## config.mk

```make
export PLATFORM = sky130hd
export DESIGN_NAME = tlc_phase_sched
export DESIGN_NICKNAME = d
export VERILOG_FILES = /design/src/rtl/tlc_phase_sched.sv
export SDC_FILE = /design/constraint.sdc
export NUM_CORES = 1
export LEC_CHECK = 0
export ABC_AREA = 1
export CAP_MARGIN = 20
export CORE_ASPECT_RATIO = 2
export CORE_UTILIZATION = 35
export DETAILED_ROUTE_END_ITERATION = 6
export GPL_TIMING_DRIVEN = 0
export PLACE_DENSITY = 0.65
export SLEW_MARGIN = 20
export SYNTH_ARGS = -nofsm -noshare
export SYNTH_HDL_FRONTEND = slang
export SYNTH_SLANG_ARGS = --single-unit
```

## constraint.sdc

```tcl
create_clock -name CK -period 2.5 [get_ports CK]
set_input_delay 0.5 -clock CK [delete_from_list [all_inputs] [get_ports CK]]
set_output_delay 0.5 -clock CK [all_outputs]
set_load 0.1 [all_outputs]
```

## src/rtl/tlc_phase_sched.sv

```systemverilog
// Two-road intersection phase scheduler: detector arbitration, green/yellow/all-red
// sequencing, flash mode and test-speed mode. Define TLC_PED_EN to add the walk phase.
module tlc_phase_sched #(
    parameter int TW        = 6,
    parameter int TICK_DIV  = 4,
    parameter int GREEN_MIN = 10,
    parameter int GREEN_MAX = 30,
    parameter int YELLOW_T  = 4,
    parameter int ALLRED_T  = 2,
    parameter int WALK_T    = 8
) (
    input  logic       CK,
    input  logic       CLR,
    input  logic       TEST,
    input  logic       FM,
    input  logic       REQ1,
    input  logic       REQ2,
`ifdef TLC_PED_EN
    input  logic       PED,
    output logic       WALK,
`endif
    output logic       GRN1,
    output logic       YLW1,
    output logic       RED1,
    output logic       GRN2,
    output logic       YLW2,
    output logic       RED2,
    output logic       ACK1,
    output logic       ACK2,
    output logic [2:0] PHASE
);

    typedef enum logic [2:0] {
        S_AR2   = 3'd0,
        S_G1    = 3'd1,
        S_Y1    = 3'd2,
        S_AR1   = 3'd3,
        S_G2    = 3'd4,
        S_Y2    = 3'd5,
        S_FLASH = 3'd6,
        S_WALK  = 3'd7
    } state_e;

    localparam int PW = (TICK_DIV > 1) ? $clog2(TICK_DIV) : 1;
    localparam int EW = TW + 1;
    localparam logic [PW-1:0] PRE_LAST = PW'(TICK_DIV - 1);
    localparam logic [EW-1:0] G_MIN_E  = EW'(GREEN_MIN);
    localparam logic [EW-1:0] G_MAX_E  = EW'(GREEN_MAX);
    localparam logic [TW-1:0] G_MAX_T  = TW'(GREEN_MAX);

    // Timer reload for a phase being entered; green and flash phases do not use it.
    function automatic logic [TW-1:0] phase_load(input state_e s);
        logic [TW-1:0] v;
        case (s)
            S_Y1, S_Y2:   v = TW'(YELLOW_T - 1);
            S_AR1, S_AR2: v = TW'(ALLRED_T - 1);
            S_WALK:       v = TW'(WALK_T - 1);
            default:      v = {TW{1'b0}};
        endcase
        return v;
    endfunction

    function automatic logic [TW-1:0] sat_elapsed(input logic [EW-1:0] e);
        return (e >= G_MAX_E) ? G_MAX_T : e[TW-1:0];
    endfunction

    // Green yields only when the other road waits, minimum is served and own demand is gone or capped.
    function automatic logic green_done(input logic pend_other, input logic req_own,
                                        input logic [EW-1:0] e);
        return pend_other && (e >= G_MIN_E) && (!req_own || (e >= G_MAX_E));
    endfunction

    state_e        state_q, state_d;
    logic [TW-1:0] timer_q, timer_d;
    logic [TW-1:0] elapsed_q, elapsed_d;
    logic [PW-1:0] presc_q, presc_d;
    logic          pend1_q, pend1_d;
    logic          pend2_q, pend2_d;
    logic          flash_q, flash_d;
    logic          ack1_q, ack2_q;
    logic          tick_s;
    logic          enter_g1_s, enter_g2_s;
    logic [EW-1:0] e_s;
    logic [5:0]    lamps_s;
    logic          pedp_s;

    // Tick prescaler; test mode ticks every cycle and parks the count at zero.
    always_comb begin
        tick_s = TEST | (presc_q == PRE_LAST);
        if (TEST) begin
            presc_d = {PW{1'b0}};
        end else if (presc_q == PRE_LAST) begin
            presc_d = {PW{1'b0}};
        end else begin
            presc_d = presc_q + PW'(1);
        end
    end

    // Next-state, timer, elapsed and flash-bit logic.
    always_comb begin
        state_d   = state_q;
        timer_d   = timer_q;
        elapsed_d = elapsed_q;
        flash_d   = flash_q;
        e_s       = {1'b0, elapsed_q} + EW'(1);
        if (tick_s) begin
            case (state_q)
                S_G1: begin
                    elapsed_d = sat_elapsed(e_s);
                    if (green_done(pend2_q, REQ1, e_s)) begin
                        state_d = S_Y1;
                    end else begin
                        state_d = S_G1;
                    end
                end
                S_G2: begin
                    elapsed_d = sat_elapsed(e_s);
                    if (green_done(pend1_q, REQ2, e_s)) begin
                        state_d = S_Y2;
                    end else begin
                        state_d = S_G2;
                    end
                end
                S_Y1, S_Y2, S_WALK: begin
                    if (timer_q == {TW{1'b0}}) begin
                        if (state_q == S_Y1) begin
                            state_d = S_AR1;
                        end else if (state_q == S_Y2) begin
                            state_d = S_AR2;
                        end else begin
                            state_d = S_G1;
                        end
                    end else begin
                        timer_d = timer_q - TW'(1);
                    end
                end
                S_AR1: begin
                    if (timer_q == {TW{1'b0}}) begin
                        state_d = FM ? S_FLASH : S_G2;
                    end else begin
                        timer_d = timer_q - TW'(1);
                    end
                end
                S_AR2: begin
                    if (timer_q == {TW{1'b0}}) begin
                        if (FM) begin
                            state_d = S_FLASH;
                        end else if (pedp_s) begin
                            state_d = S_WALK;
                        end else begin
                            state_d = S_G1;
                        end
                    end else begin
                        timer_d = timer_q - TW'(1);
                    end
                end
                S_FLASH: begin
                    if (!FM) begin
                        state_d = S_AR2;
                    end else begin
                        flash_d = ~flash_q;
                    end
                end
                default: begin
                    state_d = S_AR2;
                end
            endcase
        end else begin
            state_d = state_q;
        end
        // Any phase change reloads the timer and clears green age and flash bit.
        if (state_d != state_q) begin
            timer_d   = phase_load(state_d);
            elapsed_d = {TW{1'b0}};
            flash_d   = 1'b0;
        end else begin
            flash_d   = flash_d;
        end
    end

    // Request latches: a green entry clears its own latch and beats a same-cycle request.
    always_comb begin
        enter_g1_s = (state_d == S_G1) && (state_q != S_G1);
        enter_g2_s = (state_d == S_G2) && (state_q != S_G2);
        pend1_d    = enter_g1_s ? 1'b0 : (pend1_q | REQ1);
        pend2_d    = enter_g2_s ? 1'b0 : (pend2_q | REQ2);
    end

    // Sequencer registers with synchronous clear.
    always_ff @(posedge CK) begin
        if (CLR) begin
            state_q   <= S_AR2;
            timer_q   <= phase_load(S_AR2);
            elapsed_q <= {TW{1'b0}};
            presc_q   <= {PW{1'b0}};
            pend1_q   <= 1'b0;
            pend2_q   <= 1'b0;
            flash_q   <= 1'b0;
            ack1_q    <= 1'b0;
            ack2_q    <= 1'b0;
        end else begin
            state_q   <= state_d;
            timer_q   <= timer_d;
            elapsed_q <= elapsed_d;
            presc_q   <= presc_d;
            pend1_q   <= pend1_d;
            pend2_q   <= pend2_d;
            flash_q   <= flash_d;
            ack1_q    <= enter_g1_s;
            ack2_q    <= enter_g2_s;
        end
    end

`ifdef TLC_PED_EN
    logic pedp_q, pedp_d;

    // Pedestrian latch, cleared as the walk phase is entered.
    always_comb begin
        if ((state_d == S_WALK) && (state_q != S_WALK)) begin
            pedp_d = 1'b0;
        end else begin
            pedp_d = pedp_q | PED;
        end
        pedp_s = pedp_q;
    end

    // Pedestrian latch register.
    always_ff @(posedge CK) begin
        if (CLR) begin
            pedp_q <= 1'b0;
        end else begin
            pedp_q <= pedp_d;
        end
    end

    assign WALK = (state_q == S_WALK);
`else
    assign pedp_s = 1'b0;
`endif

    // Moore lamp decode, bit order {GRN1,YLW1,RED1,GRN2,YLW2,RED2}.
    always_comb begin
        lamps_s = 6'b001_001;
        case (state_q)
            S_G1:    lamps_s = 6'b100_001;
            S_Y1:    lamps_s = 6'b010_001;
            S_G2:    lamps_s = 6'b001_100;
            S_Y2:    lamps_s = 6'b001_010;
            S_FLASH: lamps_s = {1'b0, flash_q, 1'b0, 1'b0, 1'b0, flash_q};
            default: lamps_s = 6'b001_001;
        endcase
    end

    assign {GRN1, YLW1, RED1, GRN2, YLW2, RED2} = lamps_s;
    assign ACK1  = ack1_q;
    assign ACK2  = ack2_q;
    assign PHASE = state_q;

endmodule

```

==> summary.md <==
| Metric | Value |
|---|---|
| Syn Std Cell Area | 1480 um^2 |
| First-pass GRT wire length | 6130 um |
| Clock latency at the later pin of the worst-skew pair | 260 ps |
| Post-route DRC | 0 |
| Total Routing Usage GR | 18.1% |
| Initial antenna violation count | 0 |
| Period utilization | 95.9% |
| Remaining Overflow, GRT | 0 |
| Worst r2r dst | pend1_q |
| Die height | about 94 um |
| Final Critical Period | 2400 ps |
| Ys Warns | 0 |
| Crit path DAT | 1900 ps |
| Full die area | 4510 um^2 |
| Root buffer cell | clkbuf_8 |
| Drt first-iter violations | 32 |
| Fin. Hold Viols | 0 |
| Leakage | 0.845 nW |
| Filler Cell Count | 433 |
| Initial Utilization | 36.2% |
| Worst-Margin Slew | 971 ps |
| Core ar. | 4090 um^2 |
| CTS H-Tree Depth | 1 |
| Critical path class | reg2out |
| Clock buffer depth | 2 |
| Slew headroom | between 30% and 40% |
| Worst path cell trace | buf_4, inv_2, nor2_1, inv_1, o21ai_4, clkdlybuf4s15_2 |
| Worst path top cell family by delay | buffers and inverters |
| Slowest stage delay, CP | about 560 ps |
| Synth cell types | 29 |
| CP Data Required Time | 2000 ps |
| DR WL/cell | roughly 11 um |
| Max-slew violation count | 0 |
| Worst Path Buf+Inv | 4 |
| Worst Path Max Fanout | 8 |
| Clk_skew | ~2.2 ps |
| CP max stage cell | clkdlybuf4s15_2 |
| Max VDD drop | 443 uV |
| CTS tree | yes |
| DPL Wire Length | 2790 um |
| Final ANT Viol Nets | 0 |
| Post-synthesis async set-or-reset flop share | 0% |
| Placer congestion estimate | 0.945 |
| Die W | about 48 um |
| Ant diodes | 0 |
| CTS sink count | 22 |
| R2R depth | 16 |
| Total wire length | around 3400 um |
| Area growth syn-to-layout | 20.4% |
| Post-Syn Instances | 226 |
| Vias per cell | 4.87 |
| Max-cap viol count | 0 |
| TritonCTS Buffers | 3 |
| EDFF count, synth | 0 |
| Commonest non-fill, non-tap cell in the layout | nand2_1 |
| Peak Freq | between 0.4 and 0.5 GHz |
| Core Rows | 33 |
| Power Density | ~960 nW/um^2 |
| Reg-to-Reg Start | elapsed_q[1] |
| Layout cell share with drive strength beyond 1 | between 15 and 20% |
| Number of global-route vias before repair | 1501 |
| Startpoint types | register |
| Total negative slack | 0 ps |
| CP Capture Type | output pin |
| Most common flop cell mapped by yosys | dfxtp_1 |
| Footprint of the multi-input gates | 905 um^2 |
| Clk slew on worst S/H paths | 80 ps |
| Final setup fails | 0 |
| Syn avg cell area | 6.55 um^2 |
| Post-Syn Nets | 236 |
| Power, Total | ~0.0017 W |
| DRT Pass-1 Iters | 4 |
| RSZ-0062 raised after global routing | no |
| Largest net degree at the start of global routing | 13 |
| HP Start | presc_q[0] |
| Crit. Startpoint | PHASE[1] |
| Sequential cell area | ~450 um^2 |
| Sequential share of the synthesized area | 29.7% |
| Worst Hold End | presc_q[0] |
| Via count | 1452 |
| WP depth | 6 |
| Commonest cells after routing, fill and taps aside | nand2_1, inv_1, nor2_1, nand3_1, dfxtp_1 |
| Boundary Pins | 17 |
| Hold Path Class | reg2reg |
| Hold Path Stages | 1 |
| Synthesis-stage register bit count | 22 |
| Nets | approximately 260 |
| Outcome | completed |
| R2r setup slk | 290 ps |
| PortBufs | 16 |
flip-flops by register name, summed over array words and instances, names as in the netlist:
| signal | count |
|---|---|
| flash_q | 1 |
| pend1_q | 1 |
| ACK2 | 1 |
| ACK1 | 1 |
| presc_q | 2 |
| timer_q | 6 |
| PHASE | 3 |
| elapsed_q | 6 |
| pend2_q | 1 |
per-stage QoR:
step	std cells	cell area [um^2]	worst slack, ps	hold slack [ps]	util [%]
detailed placement	294	1750	-178	429	42.8
floorplan	226	1530	91.7	405	-
CTS	298	1800	2.08	441	44.0
finish	298	1780	102	436	43.6
global placement	294	1750	-180	422	42.8
global route	298	1780	25.7	449	43.6
repair_timing:
action	in CTS	in global routing
setup endpoints to repair	6	3
gates cloned	0	0
hold buffers	0	0
setup buffers	0	0
gates resized for setup	13	5
worst reg2reg max path, cell delays in order, from the launching register on:
cell      delay, ps
dfxtp_1         430
ha_1            260
nand2_1         110
nand2_1          80
nand3_1          70
nand2_1         150
nor2_1           60
nand2_1         110
nand3_1         110
nand2_1          70
inv_1            30
nand3_1          90
nand2_1         120
nor2_1          140
nand3_1         130
o211ai_1        110
inv_1            50
area by class of cell:
type	instances	share of cell area [%]
flip-flops and latches	22	25.2
clock buffers	4	2.52
repair buffers	16	8.35
multi-input cells	160	50.7
inverters	41	8.63
well taps	52	3.65
plain buffers	3	0.982
synthesized netlist by cell type, types with 4 or more instances:
master / n / area (um^2)
xor2_1: 4 / 35.0
dfxtp_1: 22 / 440
nor2_1: 31 / 116
ha_1: 4 / 50.1
o21ai_0: 4 / 20.0
nand4_1: 11 / 68.8
nor3_1: 4 / 20.0
nand3_1: 20 / 100
a211oi_2: 4 / 50.1
nand2_1: 49 / 184
a21oi_1: 5 / 25.0
inv_1: 38 / 143
how the worst max path moves through the flow:
stage,endpoint,slack (ps)
6_report,RED2,100
2_1_floorplan,timer_q[2],90
5_1_grt,RED2,30
4_1_cts,GRN2,2
3_5_place_dp,RED2,-180
3_3_place_gp,RED2,-180
where the power goes:
group          leakage [nW]  internal (W)  switching (W)
Clock                0.0228      0.000114       0.000111
Sequential            0.182      0.000420      0.0000539
Combinational         0.640      0.000291       0.000725
Total                 0.845      0.000825       0.000889
metal layers:
layer	GRT usage (%)	vias to the layer above	wire length [um]	share of wire (%)
li1	-	764	-	-
met1	20.2	671	1300	38
met2	33.8	13	1980	59
met3	1.35	4	66	2.0
met4	4.86	0	35	1.0
met5	0	-	0	0
logic make-up (layout without fill, tap and decap cells):
group | count (synthesis) | count (layout) | synth area share (%)
DFF | 22 | 22 | 29.7
adders and majority gates | 4 | 4 | 3.38
xor gates and xnor gates | 4 | 4 | 2.36
and+or+nand+nor | 130 | 130 | 42.5
AOI/OAI and AO/OA | 22 | 22 | 10.5
buffers and inverters | 44 | 64 | 11.6
Note: power is estimated with default switching activity, not from simulation.
